===== config.mk =====
export PLATFORM = sky130hd
export DESIGN_NAME = spi_register_writer
export DESIGN_NICKNAME = d
export VERILOG_FILES = /design/src/rtl/spi_register_writer.sv
export SDC_FILE = /design/constraint.sdc
export NUM_CORES = 1
export LEC_CHECK = 0
export ABC_AREA = 1
export CAP_MARGIN = 40
export CORE_MARGIN = 3
export CORE_UTILIZATION = 50
export DETAILED_ROUTE_END_ITERATION = 6
export PLACE_DENSITY = 0.71
export SLEW_MARGIN = 40
export SYNTH_ARGS = -nofsm -noshare
export SYNTH_HDL_FRONTEND = slang
export SYNTH_SLANG_ARGS = --single-unit
export TNS_END_PERCENT = 30

===== constraint.sdc =====
create_clock -name i_Clock -period 2.7 [get_ports i_Clock]
set_input_delay 0.81 -clock i_Clock [delete_from_list [all_inputs] [get_ports i_Clock]]
set_output_delay 0.81 -clock i_Clock [all_outputs]
set_load 0.03 [all_outputs]

===== src/rtl/spi_register_writer.sv =====
// SPI mode-0 slave that turns "16-bit register number + value bytes" frames into
// one-cycle parallel register-write strobes for the synth core.
module spi_register_writer #(
    parameter int SYNC_STAGES    = 2,
    parameter int ADDR_INCREMENT = 1
) (
    input  logic        i_Clock,
    input  logic        i_Reset,
    input  logic        i_SPI_SCK,
    input  logic        i_SPI_MOSI,
    input  logic        i_SPI_CS_N,
    output logic        o_RegisterWriteEnable,
    output logic [15:0] o_RegisterWriteNumber,
    output logic [7:0]  o_RegisterWriteValue,
    output logic        o_FrameError,
    output logic        o_Busy
);

    // state        | meaning
    // ST_WAIT_IDLE | after reset; wait for CS_N high so a half-seen frame is dropped
    // ST_IDLE      | armed, waiting for CS_N low
    // ST_HEADER    | shifting the 16-bit register number
    // ST_DATA      | shifting value bytes; each whole byte issues one write
    typedef enum logic [1:0] {
        ST_WAIT_IDLE,
        ST_IDLE,
        ST_HEADER,
        ST_DATA
    } state_t;

    state_t                 state_q, state_d;
    logic [SYNC_STAGES-1:0] sck_sync_q, sck_sync_d;
    logic [SYNC_STAGES-1:0] mosi_sync_q, mosi_sync_d;
    logic [SYNC_STAGES-1:0] cs_sync_q, cs_sync_d;
    logic                   sck_prev_q, sck_prev_d;
    logic [3:0]             bit_cnt_q, bit_cnt_d;
    logic [14:0]            shift_q, shift_d;
    logic [15:0]            addr_q, addr_d;
    logic                   we_q, we_d;
    logic [15:0]            num_q, num_d;
    logic [7:0]             val_q, val_d;
    logic                   err_q, err_d;

    logic        sck_s;
    logic        mosi_s;
    logic        cs_s;
    logic        sck_rise;
    logic [15:0] shift_in;

    assign sck_s    = sck_sync_q[SYNC_STAGES-1];
    assign mosi_s   = mosi_sync_q[SYNC_STAGES-1];
    assign cs_s     = cs_sync_q[SYNC_STAGES-1];
    assign sck_rise = sck_s & ~sck_prev_q;
    assign shift_in = {shift_q, mosi_s};

    always_comb begin
        state_d     = state_q;
        sck_sync_d  = {sck_sync_q[SYNC_STAGES-2:0], i_SPI_SCK};
        mosi_sync_d = {mosi_sync_q[SYNC_STAGES-2:0], i_SPI_MOSI};
        cs_sync_d   = {cs_sync_q[SYNC_STAGES-2:0], i_SPI_CS_N};
        sck_prev_d  = sck_s;
        bit_cnt_d   = bit_cnt_q;
        shift_d     = shift_q;
        addr_d      = addr_q;
        we_d        = 1'b0;
        num_d       = num_q;
        val_d       = val_q;
        err_d       = 1'b0;

        case (state_q)
            ST_WAIT_IDLE: begin
                if (cs_s) state_d = ST_IDLE;
            end
            ST_IDLE: begin
                if (!cs_s) begin
                    state_d   = ST_HEADER;
                    bit_cnt_d = 4'd0;
                end
            end
            ST_HEADER: begin
                if (cs_s) begin
                    state_d = ST_IDLE;
                    err_d   = (bit_cnt_q != 4'd0);
                end else if (sck_rise) begin
                    shift_d   = shift_in[14:0];
                    bit_cnt_d = bit_cnt_q + 4'd1;
                    if (bit_cnt_q == 4'd15) begin
                        addr_d    = shift_in;
                        state_d   = ST_DATA;
                        bit_cnt_d = 4'd0;
                    end
                end
            end
            ST_DATA: begin
                if (cs_s) begin
                    state_d = ST_IDLE;
                    err_d   = (bit_cnt_q != 4'd0);
                end else if (sck_rise) begin
                    shift_d   = shift_in[14:0];
                    bit_cnt_d = bit_cnt_q + 4'd1;
                    if (bit_cnt_q == 4'd7) begin
                        // Strobe, number and value are registered together so they appear as one word.
                        we_d      = 1'b1;
                        num_d     = addr_q;
                        val_d     = shift_in[7:0];
                        addr_d    = addr_q + 16'(ADDR_INCREMENT);
                        bit_cnt_d = 4'd0;
                    end
                end
            end
            default: state_d = ST_WAIT_IDLE;
        endcase
    end

    always_ff @(posedge i_Clock) begin
        if (i_Reset) begin
            // CS chain clears to 0 (asserted) so WAIT_IDLE must see a real CS_N high.
            state_q     <= ST_WAIT_IDLE;
            sck_sync_q  <= '0;
            mosi_sync_q <= '0;
            cs_sync_q   <= '0;
            sck_prev_q  <= 1'b0;
            bit_cnt_q   <= 4'd0;
            shift_q     <= 15'd0;
            addr_q      <= 16'd0;
            we_q        <= 1'b0;
            num_q       <= 16'd0;
            val_q       <= 8'd0;
            err_q       <= 1'b0;
        end else begin
            state_q     <= state_d;
            sck_sync_q  <= sck_sync_d;
            mosi_sync_q <= mosi_sync_d;
            cs_sync_q   <= cs_sync_d;
            sck_prev_q  <= sck_prev_d;
            bit_cnt_q   <= bit_cnt_d;
            shift_q     <= shift_d;
            addr_q      <= addr_d;
            we_q        <= we_d;
            num_q       <= num_d;
            val_q       <= val_d;
            err_q       <= err_d;
        end
    end

    assign o_RegisterWriteEnable = we_q;
    assign o_RegisterWriteNumber = num_q;
    assign o_RegisterWriteValue  = val_q;
    assign o_FrameError          = err_q;
    assign o_Busy                = (state_q == ST_HEADER) || (state_q == ST_DATA);

endmodule


# Yosys cells after proc, flatten, opt, wreduce, memory -nomap -nowiden
# Cells that the tools add are included.
word_totals:
  in_bits: 5
  register_bits: 70
classes:
  n_bitwise: 6
  n_mux: 22
  add_sub_neg: 2
  n_reduce_logical: 14
  n_eq_ne: 15
ops:
  columns: ["cell", "count"]
  rows:
  - ["$mux W16", 6]
  - ["$pmux W16 S2", 1]
  - ["$mux W4", 7]
  - ["$add A16 B1 Y16 const B", 1]
  - ["$ne A2 B2 Y1 const B", 7]
  - ["$pmux W4 S3", 1]
  - ["$mux W2", 5]
  - ["$reduce_and A4 Y1", 2]
  - ["$reduce_and A7 Y1", 1]
  - ["$ne A3 B3 Y1 const B", 2]
  - ["$pmux W2 S3", 1]
  - ["$reduce_and A6 Y1", 1]
  - ["$not A1 Y1", 5]
  - ["$add A4 B1 Y4 const B", 1]
  - ["$eq A2 B2 Y1 const B", 2]
  - ["$eq A4 B3 Y1 const B", 1]
  - ["$eq A4 B4 Y1 const B", 1]
  - ["$reduce_bool A4 Y1", 1]
  - ["$reduce_or A2 Y1", 2]
  - ["$reduce_or A4 Y1", 1]
  - ["$reduce_and A3 Y1", 1]
  - ["$reduce_bool A3 Y1", 1]
  - ["$reduce_or A3 Y1", 1]
  - ["$eq A2 B1 Y1 const B", 1]
  - ["other kinds (6)", 6]

# Depth between registers and ports, before layout
depth:
  ltp_word: 5
  ltp_mapped: 11

# Worst setup path before layout
# Ideal clock, no wire load.
synth_timing:
  kind: "reg-to-output"
  start: "register state_q[0]"
  end: "output o_Busy"
  t_required_ns: 1.890
  t_arrival_ns: 0.862
  path_stages_with_launch: 5
  path_slack_ns: 1.028
  path_cell_list: "dfxtp_1 inv_1 ha_1 inv_1 nand2_4"
synth_via:
  elab_chain_cells: 2
synth_rtl:
  columns: ["element", "line_no", "text"]
  rows:
  - ["from (decl)", "31", "state_t state_q, state_d;"]
  - ["from (signal assigned)", "131", "state_q <= state_d;"]
  - ["$eq A2 B2 Y1", "150", "assign o_Busy = (state_q == ST_HEADER) || (state_q == ST_DATA);"]
  - ["$logic_or A1 B1 Y1 (*)", "150", null]
  - ["to (decl)", "16", "output logic o_Busy"]
# Mark *: on every way between the ends. The rest lies on a longest branch, timed or not.

# Final worst setup path
# Ends and elaborated chain as after synthesis.

==> results.py <==
metrics = {
    "synthesis": {
        "avgSynthCellArea_um2": 7.066,
        "synth-seq-area-share_pct": 44.27,
        "ys_top_cells_by_area": "dfxtp_1 44%, nor2_1 11%, o21ai_0 9.2%",
        "syn_inst": 448,
        "synth_top_area_cell": "dfxtp_1",
        "yosys-top-cells-count": "96 x nor2_1, 75 x nand2_1, 70 x dfxtp_1",
        "syn-cell-area_mm2": 0.003166,
        "yosysWarnings": 0,
        "synth_seq_cells": 70,
        "netlist-cell-type-count": 34,
        "yosysMostFrequentCell": "nor2_1",
        "synth_edf_count": 0,
        "synth_nets": 460,
        "synth_top_area_share_pct": 44.27,
        "async_flop_share_pct": 0,
        "ys.flop_type": "dfxtp_1",
    },
    "clocking": {
        "clockBufferDepth": 2,
        "cts-buffers-inserted": 9,
        "clkTransAtPathRegs_ns": 0.07,
        "clk_latency_ns": 0.35,
        "tritoncts": "done",
        "cts_resized": 0,
        "post_cts.repair.setup_buffers": 0,
        "ctsHoldBuffers": 0,
        "root_buffer": "clkbuf_8",
        "clock-sinks": 70,
        "h-tree-depth": 3,
    },
    "sta": {
        "finalSetupViolCount": 0,
        "period_share_pct": 85.89,
        "slew_violations": 0,
        "timing.fmax_mhz": 431.2,
        "setup_tns_ns": 0,
        "hold_viol_final": 0,
        "tightestPinTransition_ns": 0.5035,
        "setup_ws_ns": 0.3811,
        "rsz0062_at_grt": "no",
        "period_minus_slack_ns": 2.319,
        "finalClockSkew_ns": 0.009309,
        "slew_headroom_pct": 66.40,
    },
    "placed_design": {
        "gp_congestion": 0.9204,
        "placed_cell_area_mm2": 0.003495,
        "preCtsSetupSlack_ns": 0.6516,
        "io_buffers": 31,
        "place_hpwl_um": 4756,
    },
    "floorplan": {
        "initial_utilization_pct": 52.53,
        "die_w_um": 85.57,
        "ios": 32,
        "fp.coreArea_mm2": 0.006026,
        "die_h_um": 85.57,
        "dieArea_mm2": 0.007322,
        "row_count": 28,
    },
    "power": {
        "power.total_mw": 2.454,
        "p_per_area_mw_per_mm2": 660.4,
        "ir_drop_uv": 481.3,
        "cellLeakagePower_nw": 1.412,
    },
    "global_route": {
        "antenna_found_initial": 0,
        "grt_max_degree": 47,
        "track_usage_pct": 20.10,
        "grt_pass1_wl_um": 11740,
        "grt_pass1_vias": 2629,
        "grt_remaining_overflow": 0,
    },
    "finish": {
        "multi_input_comb_area_mm2": 0.001494,
        "finalInstanceArea_mm2": 0.003716,
        "area_delta_synth_final_pct": 17.39,
        "fin_util_pct": 61.67,
        "fill_cells": 548,
        "nNetsFinal": 486,
        "regArea_mm2": 0.001401,
        "n_antenna_cell": 0,
        "drive_gt1_share_pct": 7.950,
    },
    "run_status": {
        "outcome": "finished clean",
    },
    "route": {
        "dr.first_iter.drc_count": 154,
        "antenna_left": 0,
        "remaining_drc_errors": 0,
        "viasPerCell": 5.092,
        "wl_per_cell_um": 12.47,
        "dr.pass1.iters": 4,
        "totalWireLength_um": 6896,
        "vias": 2816,
    },
    "critical_path": {
        "start_kind": "register",
        "critPathCaptureType": "primary output",
        "critPathRequiredTime_ns": 1.89,
        "cp_data_arrival_time_ns": 1.51,
        "path_class": "register to primary output",
        "worstPathMaxFanout": 15,
    },
    "flow_run": {
        "maxCapViolCount": 0,
    },
    "hold_path": {
        "hold_class": "register to register",
    },
}
[worst max-delay path: stages (launching register included)]
cell and delay, ns:
dfxtp_1 0.38, ha_1 0.34, inv_4 0.14, nand2_4 0.14, buf_4 0.17
[through the flow]
step / cells / hold slack [ns]
5_1_grt: 553 / 0.4319
4_1_cts: 553 / 0.4101
6_report: 553 / 0.4071
2_1_floorplan: 448 / 0.3883
3_3_place_gp: 538 / 0.4059
3_5_place_dp: 538 / 0.4004
[metal layers]
layer | vias to the layer above | share of wire, % | track usage, %
met5 | - | 0 | 0
met4 | 0 | 1.8 | 10.07
met3 | 10 | 4.9 | 3.458
met2 | 58 | 47 | 32.91
met1 | 1260 | 47 | 25.53
li1 | 1488 | - | -
[where the power goes]
group | internal, mW | switching, mW
sequential | 1.07 | 0.0389
clock | 0.562 | 0.378
combinational | 0.139 | 0.262
total | 1.77 | 0.679
[registers in the layout, summed over array words and instances (netlist names)]
name	flops
addr_q	16
bit_cnt_q	4
cs_sync_q	2
mosi_sync_q	2
o_FrameError	1
o_RegisterWriteEnable	1
o_RegisterWriteNumber	16
o_RegisterWriteValue	8
sck_prev_q	1
sck_sync_q	2
shift_q	15
state_q	2
[cells by family (layout without fill, tap and decap cells)]
family	count (synthesis)	in the layout	synth area share, %
AO/OA/AOI/OAI	99	99	16.72
XOR/XNOR	1	1	0.2767
adder cells (fa/ha/maj)	7	7	2.767
buffers and inverters	65	95	8.538
flip-flops	70	70	44.27
multiplexers	1	1	0.3162
AND/OR/NAND/NOR	205	205	27.11
[final timing paths]
kind	startpoint	slack, ns	cells past startpoint	endpoint
worst max-delay path	state_q[0]	0.38	4	o_Busy
worst min-delay path	cs_sync_q[0]	0.41	2	cs_sync_q[1]
worst max register to register	bit_cnt_q[0]	0.67	7	o_RegisterWriteNumber[14]
worst min register to register	cs_sync_q[0]	0.41	2	cs_sync_q[1]
[layout by cell type (no fill, tap or decap), types with 2 or more instances in the layout]
cell type and count:
a21oi_1 29, o21ai_1 2, bufinv_16 2, o22ai_1 2, buf_4 4, nand2_1 75
nand3_1 19, clkinv_2 2, clkbuf_8 11, inv_1 42, dfxtp_1 70, nand4_1 3
o21ai_2 2, nand2_2 2, clkdlybuf4s50_1 30, o21ai_0 58, or2_2 2, nor2_1 96
ha_1 7, nand2_4 2, nor2_2 2, a21oi_2 2, inv_2 3
[final cells by class]
type / instances / share of cell area (%)
Sequential cell: 70 / 37.71
Timing Repair Buffer: 34 / 8.889
Inverter: 46 / 4.714
Clock inverter: 4 / 1.886
Multi-Input combinational cell: 313 / 40.20
Clock buffer: 11 / 4.074
Tap cell: 75 / 2.525
No activity file was read; power rests on OpenSTA's default activity.
